$ cat config.mk
export PLATFORM = sky130hd
export DESIGN_NAME = serial_add_sequencer_flat
export DESIGN_NICKNAME = d
export VERILOG_FILES = /design/src/rtl/serial_add_pkg.sv /design/src/rtl/serial_add_sequencer_if.sv /design/src/rtl/two_bit_full_adder.sv /design/src/rtl/serial_add_sequencer.sv /design/src/flat_wrapper.sv
export SDC_FILE = /design/constraint.sdc
export NUM_CORES = 1
export LEC_CHECK = 0
export ABC_AREA = 1
export CAP_MARGIN = 20
export CORE_MARGIN = 3
export CORE_UTILIZATION = 30
export CTS_CLUSTER_DIAMETER = 120
export DETAILED_ROUTE_END_ITERATION = 8
export HOLD_SLACK_MARGIN = 0.02
export PLACE_DENSITY_LB_ADDON = 0.12
export SLEW_MARGIN = 20
export SYNTH_ARGS = -nofsm -noshare
export SYNTH_HDL_FRONTEND = slang
export SYNTH_SLANG_ARGS = --single-unit
$ cat constraint.sdc
create_clock -name clock -period 2.5 [get_ports clock]
set_input_delay 0.5 -clock clock [delete_from_list [all_inputs] [get_ports clock]]
set_output_delay 0.5 -clock clock [all_outputs]
set_load 0.01 [all_outputs]
$ cat src/rtl/serial_add_pkg.sv
// Shared definitions for the serial adder sequencer: FSM state encoding and
// helpers that derive the slice-step count and counter width from WIDTH.
package serial_add_pkg;

    typedef enum logic [1:0] {
        ST_IDLE = 2'd0,
        ST_RUN  = 2'd1,
        ST_DONE = 2'd2
    } state_t;

    function automatic int steps(input int width);
        return width / 2;
    endfunction

    // One spare bit so the counter can represent N itself after the last step
    function automatic int countWidth(input int width);
        return $clog2(width / 2) + 1;
    endfunction

endpackage

$ cat src/rtl/serial_add_sequencer_if.sv
// Requester-side bundle of the serial adder: start/operand request and
// busy/done/result response.
interface serial_add_sequencer_if #(
    parameter int WIDTH = 8
) ();

    logic             start;
    logic [WIDTH-1:0] a;
    logic [WIDTH-1:0] b;
    logic             cin;
    logic             busy;
    logic             done;
    logic [WIDTH-1:0] sum;
    logic             cout;

    modport master (output start, a, b, cin, input busy, done, sum, cout);
    modport slave  (input start, a, b, cin, output busy, done, sum, cout);

endinterface

$ cat src/rtl/two_bit_full_adder.sv
// Existing combinational two-bit adder slice shared by the sequencer.
module two_bit_full_adder (
    input  logic [1:0] A,
    input  logic [1:0] B,
    input  logic       Cin,
    output logic [1:0] S,
    output logic       Cout
);

    assign {Cout, S} = {1'b0, A} + {1'b0, B} + {2'b00, Cin};

endmodule

$ cat src/rtl/serial_add_sequencer.sv
// Computes {cout, sum} = a + b + cin two bits per cycle through one shared
// two-bit adder slice, with registered busy/done/result outputs.
module serial_add_sequencer #(
    parameter int WIDTH = 8
) (
    input  logic                   clock,
    input  logic                   reset,
    serial_add_sequencer_if.slave  bus
);

    import serial_add_pkg::*;

    localparam int N  = steps(WIDTH);
    localparam int CW = countWidth(WIDTH);

    state_t           state;
    state_t           stateNext;
    logic [CW-1:0]    count;
    logic [WIDTH-1:0] opA;
    logic [WIDTH-1:0] opB;
    logic [WIDTH-1:0] acc;
    logic [WIDTH-1:0] accNext;
    logic             carry;
    logic [1:0]       sliceSum;
    logic             sliceCout;
    logic             lastStep;

    two_bit_full_adder slice (
        .A    (opA[1:0]),
        .B    (opB[1:0]),
        .Cin  (carry),
        .S    (sliceSum),
        .Cout (sliceCout)
    );

    assign lastStep = (count == CW'(N - 1));

    always_ff @(posedge clock or posedge reset) begin
        if (reset) begin
            state <= ST_IDLE;
        end else begin
            state <= stateNext;
        end
    end

    // The unused encoding falls through to the default and recovers to IDLE
    always_comb begin
        stateNext = ST_IDLE;
        case (state)
            ST_IDLE: stateNext = bus.start ? ST_RUN : ST_IDLE;
            ST_RUN:  stateNext = lastStep ? ST_DONE : ST_RUN;
            ST_DONE: stateNext = bus.start ? ST_RUN : ST_IDLE;
            default: stateNext = ST_IDLE;
        endcase
    end

    always_comb begin
        accNext = acc;
        for (int i = 0; i < N; i++) begin
            if (count == CW'(i)) begin
                accNext[2*i +: 2] = sliceSum;
            end
        end
    end

    // Operands are only reloaded outside RUN, so a start during RUN is dropped
    always_ff @(posedge clock or posedge reset) begin
        if (reset) begin
            opA      <= '0;
            opB      <= '0;
            carry    <= 1'b0;
            count    <= '0;
            acc      <= '0;
            bus.sum  <= '0;
            bus.cout <= 1'b0;
            bus.busy <= 1'b0;
            bus.done <= 1'b0;
        end else begin
            bus.busy <= (stateNext == ST_RUN);
            bus.done <= (stateNext == ST_DONE);
            case (state)
                ST_IDLE, ST_DONE: begin
                    if (bus.start) begin
                        opA   <= bus.a;
                        opB   <= bus.b;
                        carry <= bus.cin;
                        count <= '0;
                        acc   <= '0;
                    end
                end
                ST_RUN: begin
                    acc   <= accNext;
                    carry <= sliceCout;
                    opA   <= opA >> 2;
                    opB   <= opB >> 2;
                    count <= count + CW'(1);
                    if (lastStep) begin
                        bus.sum  <= accNext;
                        bus.cout <= sliceCout;
                    end
                end
                default: ;
            endcase
        end
    end

endmodule

$ cat src/flat_wrapper.sv
// flat-port wrapper written by rule: the top's interface ports become plain ports
module serial_add_sequencer_flat import serial_add_pkg::*;
#(
    parameter int WIDTH = 8
)
  (clock, reset, bus_start, bus_a, bus_b, bus_cin, bus_busy, bus_done, bus_sum, bus_cout);
  serial_add_sequencer_if #(.WIDTH(WIDTH)) bus_i ();
  input  logic clock;
  input  logic reset;
  input wire logic [$bits(bus_i.start)-1:0] bus_start;
  input wire logic [$bits(bus_i.a)-1:0] bus_a;
  input wire logic [$bits(bus_i.b)-1:0] bus_b;
  input wire logic [$bits(bus_i.cin)-1:0] bus_cin;
  output wire logic [$bits(bus_i.busy)-1:0] bus_busy;
  output wire logic [$bits(bus_i.done)-1:0] bus_done;
  output wire logic [$bits(bus_i.sum)-1:0] bus_sum;
  output wire logic [$bits(bus_i.cout)-1:0] bus_cout;
  assign bus_i.start = bus_start;
  assign bus_i.a = bus_a;
  assign bus_i.b = bus_b;
  assign bus_i.cin = bus_cin;
  assign bus_busy = bus_i.busy;
  assign bus_done = bus_i.done;
  assign bus_sum = bus_i.sum;
  assign bus_cout = bus_i.cout;
  serial_add_sequencer #(.WIDTH(WIDTH)) u_core (.clock(clock), .reset(reset), .bus(bus_i));
endmodule
==> results.txt, run 1 <==
Status -> finished, final reports clean
Detail Route Antenna Nets -> 0
Endpoint type of the worst setup path -> flip-flop
Number of cells on the worst hold path -> 2
Count of synthesis-stage warnings from yosys -> 0
Initial Util -> 32.02%
Post-DR vias/cell -> 4.321
Endpoint of the worst hold path -> u_core.bus.sum[7]
Post-CTS Setup Bufs -> 0
Standard-cell rows -> 28
Power density relative to cell area -> 1268 nW/um^2
Post-synth design cell area -> 1952 um^2
Gate Count Post-Synth -> 249
Die outline area -> 7510 um^2
Placed standard-cell area -> 2321 um^2
Critical path peak fanout -> 4
Worst supply voltage drop on vdd -> 0.4300 mV
Area contributors post-synth -> sky130_fd_sc_hd__dfrtp_1, sky130_fd_sc_hd__nand2_1, sky130_fd_sc_hd__nand3_1
Routed length per instance -> 11.16 um
Cell with the most instances after synthesis -> sky130_fd_sc_hd__nand2_1
F_max -> 558.9 MHz
Via count of the first global-routing pass -> 1566
Worst path slowest cell -> sky130_fd_sc_hd__fa_1
Register bit total from synthesis -> 39
TritonCTS clock tree -> yes
First-pass iteration count of the detailed router -> 4
Fill cell total of the finished layout -> 692
Die extent in x -> 86.66 um
Count of port buffers added during placement -> 30
Number of top-level pins -> 31
Critical path class -> flip-flop to flip-flop
NumNets Final -> 309
CTS HTree Levels -> 2
Worst Hold Class -> flip-flop to flip-flop
R2R Path End -> u_core.acc[3]
Drt first-iter violations -> 59
Slew at the pin closest to its max-slew limit -> 0.5384 ns
Cts repair resizes -> 0
Clock Skew -> 0.003985 ns
Sequential share of the synthesized area -> 50.00%
Hold Buf Count CTS -> 0
Worst slew slack as a fraction of its limit -> 64.11%
Clock-pin slew of the registers on the worst-case setup and hold paths -> 0.07 ns
Worst endpoint required time -> 2.69 ns
Setup violations, final -> 0
Routed wire length -> 3.995 mm
Number of flops mapped to enable cells by yosys -> 0
Number of hold violations in the final report -> 0
Number of cells on the worst reg-to-reg path -> 6
Fraction of registers with async set/reset -> 100.0%
Total negative slack for setup checks -> 0 ns
Initial antenna violation count -> 0
Worst flop-to-flop path startpoint -> u_core.carry
Fraction of final layout cells sized beyond drive strength 1 -> 6.714%
Synthesized area per cell -> 7.839 um^2
Post-layout instance area -> 2421 um^2
Clock Tree Root -> sky130_fd_sc_hd__clkbuf_8
Number of CTS-inserted buffers -> 5
Startpoint types -> flip-flop
Global-route wire length before repair -> 7.327 mm
Weighted congestion at the end of routability-driven global placement -> 0.7510
Chain of cells forming the critical path -> inv_1, fa_1, fa_1, nand3_1, nand3_1, nand2_1
Shortest period the worst path allows -> 1.789 ns
Leakage power -> 1.305 nW
Post-route DRC -> 0
Area of the core -> 6096 um^2
Global routing usage summed across all routing layers -> 12.52%
Post-synth top area share -> 50.00%
Pin count of the biggest net entering global routing -> 40
Arrival @ worst endpoint -> 1.98 ns
Setup slack on the worst flop-to-flop path -> 0.71 ns
Maximum cell stage delay along the critical path -> 0.58 ns
Hold path startpoint -> u_core.bus.sum[7]
Most instantiated flip-flop cell in the synthesis netlist -> sky130_fd_sc_hd__dfrtp_1
Post-synth net total -> 276
Count of clock tree sinks -> 39
Final period util -> 71.57%
Total via count after detailed routing -> 1547
Number of buffers between clock root and the deepest sink -> 2
Final-report max-slew violation count -> 0
Count of maximum capacitance violations -> 0
Source of the critical timing path -> u_core.carry
Most used standard cells in the synthesized netlist -> sky130_fd_sc_hd__nand2_1, sky130_fd_sc_hd__inv_1, sky130_fd_sc_hd__nand3_1
Die Height -> 86.66 um
Total gr overflow -> 0
HPWL reported at the end of detailed placement -> 2.807 mm
Number of distinct library cells after synthesis -> 16
Leading area contributor after synthesis -> sky130_fd_sc_hd__dfrtp_1
RSZ-0062 raised after global routing -> false
Worst-skew pair later-pin latency -> 0.29 ns
Count of inserted antenna diode cells -> 0
Relative area change from synthesis to final layout -> 24.04%
## flip-flops by register name, summed over array words and instances (netlist names)
name             flops
u_core.acc           6
u_core.bus.busy      1
u_core.bus.cout      1
u_core.bus.done      1
u_core.bus.sum       8
u_core.carry         1
u_core.count         3
u_core.opA           8
u_core.opB           8
u_core.state         2
## per-stage QoR
stage / util [%] / power, W / instances / setup slack, ns / hold WS [ns]
2_1_floorplan: - / 0.002208 / 249 / 0.8102 / 0.4419
3_3_place_gp: 38.07 / 0.002638 / 350 / 0.7056 / 0.4566
3_5_place_dp: 38.07 / 0.002653 / 350 / 0.7070 / 0.4584
4_1_cts: 39.72 / 0.003134 / 358 / 0.7062 / 0.4766
5_1_grt: 39.72 / 0.003449 / 358 / 0.5661 / 0.4974
6_report: 39.72 / 0.003070 / 358 / 0.7108 / 0.4714
## power breakdown
group	switching [W]	internal, W
combinational	0.000906	0.000611
clock	0.000216	0.000252
sequential	0.000164	0.000921
## cell usage in the layout (no fill, tap or decap), drive strengths merged
cell type      synthesis  final
fa                     2      2
dfrtp                 39     39
inv                   48     48
nand3                 43     43
buf                    5      4
clkbuf                 3      8
o21ai                 10     10
nand2                 90     90
ha                     5      5
or2                    1      1
nor2                   3      3
clkdlybuf4s50          0     30
## worst max-delay path: cells and delay by family (launching register included)
family	cells	cell delay [ns]
adder cells (fa/ha/maj)	2	1.01
AND/OR/NAND/NOR	3	0.28
flip-flops	1	0.34
buffers and inverters	1	0.06
## cells by family (layout without fill, tap and decap cells)
group	after synthesis	after routing	synth area share [%]
and+or+nand+nor	137	137	30.13
adders and majority gates	7	7	5.256
buffers and inverters	56	90	12.05
AOI/OAI and AO/OA	10	10	2.564
DFF	39	39	50.00
## layer usage
metal | vias up | track usage [%] | wire [um]
met5 | - | 0 | 0
met4 | 0 | 5.099 | 74
met3 | 7 | 2.947 | 217
met2 | 39 | 19.33 | 1709
met1 | 682 | 16.88 | 1994
li1 | 819 | - | -
## worst max path at each step
| stage | slack (ns) | endpoint |
|---|---|---|
| 5_1_grt | 0.57 | u_core.bus.sum[5] |
| 4_1_cts | 0.71 | u_core.acc[3] |
| 2_1_floorplan | 0.81 | u_core.acc[1] |
| 3_3_place_gp | 0.71 | u_core.opB[0] |
| 3_5_place_dp | 0.71 | u_core.carry |
| 6_report | 0.71 | u_core.acc[3] |
## final cells by class
cell class              instances  area [um^2]  area share [%]
flip-flops and latches         39        975.9           40.31
multi-input cells             154        740.7           30.59
repair buffers                 34        330.3           13.64
inverters                      48        180.2           7.442
clock buffers                   8        100.1           4.134
well taps                      75        93.84           3.876
No activity file was read; power rests on OpenSTA's default activity.
==> run 2: changes to the inputs <==
==> constraint.sdc (replaced) <==
create_clock -name clock -period 1.4 [get_ports clock]
set_input_delay 0.28 -clock clock [delete_from_list [all_inputs] [get_ports clock]]
set_output_delay 0.28 -clock clock [all_outputs]
set_load 0.01 [all_outputs]
==> run 2 against run 1 <==
Compared with the run above: design area increased by 4.9%; global-route usage increased by 0.070 points; non-clock buffer count increased by 9; first-iteration DRC count increased by 5.1%; fmax increased by 3.9%; critical path type unchanged; count of clock-buffer cells in the layout decreased by 2; register-to-register slack got worse by 1.0 ns; critical path depth unchanged; sequential power increased by 74%; the run now ends with negative setup slack left.
==> results.txt, run 2 (synthesis results as in run 1) <==
Clock-pin slew of the registers on the worst-case setup and hold paths -> 0.08 ns (was 0.07 ns)
TritonCTS clock tree -> yes (unchanged)
Worst slew slack as a fraction of its limit -> 84.53% (was 64.11%)
First-pass iteration count of the detailed router -> 4 (unchanged)
R2R Path End -> u_core.bus.sum[5] (was u_core.acc[3])
Count of clock tree sinks -> 39 (unchanged)
Worst flop-to-flop path startpoint -> u_core.opA[0] (was u_core.carry)
Number of top-level pins -> 31 (unchanged)
Met1 Track Usage GR -> 17.37% (was 16.88%)
Number of CTS-inserted buffers -> 5 (unchanged)
Worst endpoint required time -> 1.59 ns (was 2.69 ns)
Via count of the first global-routing pass -> 1557 (was 1566)
Weighted congestion at the end of routability-driven global placement -> 0.7301 (was 0.7510)
Worst supply voltage drop on vdd -> 0.9854 mV (was 0.4300 mV)
Count of inserted antenna diode cells -> 0 (unchanged)
Routed length per instance -> 11.37 um (was 11.16 um)
Count of maximum capacitance violations -> 0 (unchanged)
Standard-cell rows -> 28 (unchanged)
Busiest layer in global routing -> met2 (unchanged)
Biggest regs -> u_core.bus.sum x8, u_core.opA x8, u_core.opB x8 (unchanged)
Post-route DRC -> 0 (unchanged)
Shortest period the worst path allows -> 1.721 ns (was 1.789 ns)
Power density relative to cell area -> 2318 nW/um^2 (was 1268 nW/um^2)
Non-Filler Instances -> 367 (was 358)
Clock Tree Root -> sky130_fd_sc_hd__clkbuf_8 (unchanged)
Startpoint types -> flip-flop (unchanged)
Met3 global-route usage -> 2.947% (unchanged)
Global routing usage summed across all routing layers -> 12.59% (was 12.52%)
Post-placement setup slack -> -0.3632 ns (was 0.7070 ns)
Status -> finished with violations (was finished, final reports clean)
Slew at the pin closest to its max-slew limit -> 0.2315 ns (was 0.5384 ns)
Post-DR vias/cell -> 4.308 (was 4.321)
Final period util -> 123.0% (was 71.57%)
Maximum cell stage delay along the critical path -> 0.58 ns (about the same)
Worst Hold Class -> primary input to asynchronous set/reset pin (was flip-flop to flip-flop)
Die extent in x -> 86.66 um (unchanged)
Fill cell total of the finished layout -> 669 (was 692)
CTS HTree Levels -> 2 (unchanged)
Arrival @ worst endpoint -> 1.91 ns (was 1.98 ns)
RSZ-0062 raised after global routing -> true (was false)
Pin count of the biggest net entering global routing -> 40 (unchanged)
Leakage power -> 1.401 nW (was 1.305 nW)
Critical path class -> flip-flop to flip-flop (unchanged)
Number of hold violations in the final report -> 0 (unchanged)
Setup violations, final -> 8 (was 0)
Worst-skew pair later-pin latency -> 0.29 ns (about the same)
Most common cell after layout, fill and taps aside -> sky130_fd_sc_hd__nand2_1 (unchanged)
Initial antenna violation count -> 0 (unchanged)
Global-route wire length before repair -> 7.403 mm (was 7.327 mm)
Total via count after detailed routing -> 1581 (was 1547)
Detail Route Antenna Nets -> 0 (unchanged)
HPWL reported at the end of detailed placement -> 2.894 mm (was 2.807 mm)
Chain of cells forming the critical path -> inv_2, fa_2, fa_2, nand3_1, nand3_1, nand2_1 (was inv_1, fa_1, fa_1, nand3_1, nand3_1, nand2_1)
Fraction of final layout cells sized beyond drive strength 1 -> 11.30% (was 6.714%)
Leading cell types in the layout, fill and taps excluded -> sky130_fd_sc_hd__nand2_1, sky130_fd_sc_hd__inv_1, sky130_fd_sc_hd__nand3_1 (unchanged)
Number of cells on the worst reg-to-reg path -> 6 (unchanged)
Setup slack on the worst flop-to-flop path -> -0.32 ns (was 0.71 ns)
Critical path peak fanout -> 4 (unchanged)
Initial Util -> 32.02% (unchanged)
Number of buffers between clock root and the deepest sink -> 2 (unchanged)
Die outline area -> 7510 um^2 (unchanged)
Total gr overflow -> 0 (unchanged)
Failing checks -> negative setup slack
Met2 Usage GRT -> 19.40% (was 19.33%)
Hold Buf Count CTS -> 0 (unchanged)
Final core utilization -> 41.67% (was 39.72%)
Final critical-path setup slack -> -0.3213 ns (was 0.7108 ns)
Endpoint type of the worst setup path -> flip-flop (unchanged)
Area of the core -> 6096 um^2 (unchanged)
Clock Skew -> 0.005368 ns (was 0.003985 ns)
NumNets Final -> 318 (was 309)
Drt first-iter violations -> 62 (was 59)
Routed wire length -> 4.174 mm (was 3.995 mm)
Count of port buffers added during placement -> 30 (unchanged)
Number of cells in the design after placement -> 359 (was 350)
Relative area change from synthesis to final layout -> 30.13% (was 24.04%)
Worst path slowest cell -> sky130_fd_sc_hd__fa_2 (was sky130_fd_sc_hd__fa_1)
Die Height -> 86.66 um (unchanged)
F_max -> 581.0 MHz (was 558.9 MHz)
Final-report max-slew violation count -> 0 (unchanged)
run 2: changes by cell type in the layout (fill, tap and decap cells not counted), moves of 2 or more:
cell	change
sky130_fd_sc_hd__clkdlybuf4s50_1	-11
sky130_fd_sc_hd__fa_2	+2
sky130_fd_sc_hd__buf_12	+3
sky130_fd_sc_hd__dlygate4sd2_1	+11
sky130_fd_sc_hd__buf_4	+6
sky130_fd_sc_hd__fa_1	-2
sky130_fd_sc_hd__inv_2	+2
sky130_fd_sc_hd__inv_1	-2
run 2: power breakdown:
group	total [W]	switching, W	internal (W)
logic	0.00302	0.00175	0.00127
clock network	0.000986	0.000408	0.000577
registers	0.00188	0.000237	0.00165
total	0.00589	0.00240	0.00349
run 2: area by class of cell:
type / instances / area (um^2) / share of cell area, %
flip-flops and latches: 39 / 975.9 / 38.42
multi-input cells: 154 / 750.7 / 29.56
repair buffers: 43 / 421.7 / 16.60
inverters: 48 / 180.2 / 7.094
well taps: 75 / 93.84 / 3.695
clock buffers: 6 / 82.58 / 3.251
clock inverters: 2 / 35.03 / 1.379
run 2: how the worst max path moves through the flow:
stage,startpoint,end,slack (ns),cells past startpoint
floorplan,u_core.opA[0],u_core.bus.sum[3],-0.27,6
global placement,u_core.opA[0],u_core.bus.sum[5],-0.33,6
detailed placement,u_core.opA[0],u_core.bus.sum[1],-0.36,6
CTS,u_core.opA[0],u_core.bus.sum[5],-0.33,6
global route,u_core.opA[0],u_core.bus.sum[1],-0.39,6
finish,u_core.opA[0],u_core.bus.sum[5],-0.32,6
run 2: what timing repair did:
item / 4_1_cts / 5_1_grt
resized for setup: 15 / 0
hold endpoints to repair: 0 / 0
pin swaps: 1 / 1
endpoints found under the setup margin: 25 / 15
buffers inserted: 0 / 0
run 2: per-stage QoR:
stage	area (um^2)	hold WS [ns]	setup TNS [ns]	total power (W)
2_1_floorplan	1954	0.4010	-1.759	0.003960
3_3_place_gp	2429	0.4546	-2.484	0.004994
3_5_place_dp	2429	0.4591	-2.964	0.005047
4_1_cts	2540	0.3483	-2.268	0.006003
5_1_grt	2540	0.3713	-3.071	0.006496
6_report	2540	0.3427	-2.202	0.005888
run 2: metal layers:
metal	routed length, um	vias up
met5	0	-
met4	46	0
met3	181	6
met2	1876	32
met1	2070	708
li1	-	835
run 2: critical path: cells and delay by family (launching register included):
| family | cells | cell delay [ns] |
|---|---|---|
| adders and majority gates | 2 | 0.96 |
| DFF | 1 | 0.37 |
| buffers and inverters | 1 | 0.05 |
| and+or+nand+nor | 3 | 0.23 |
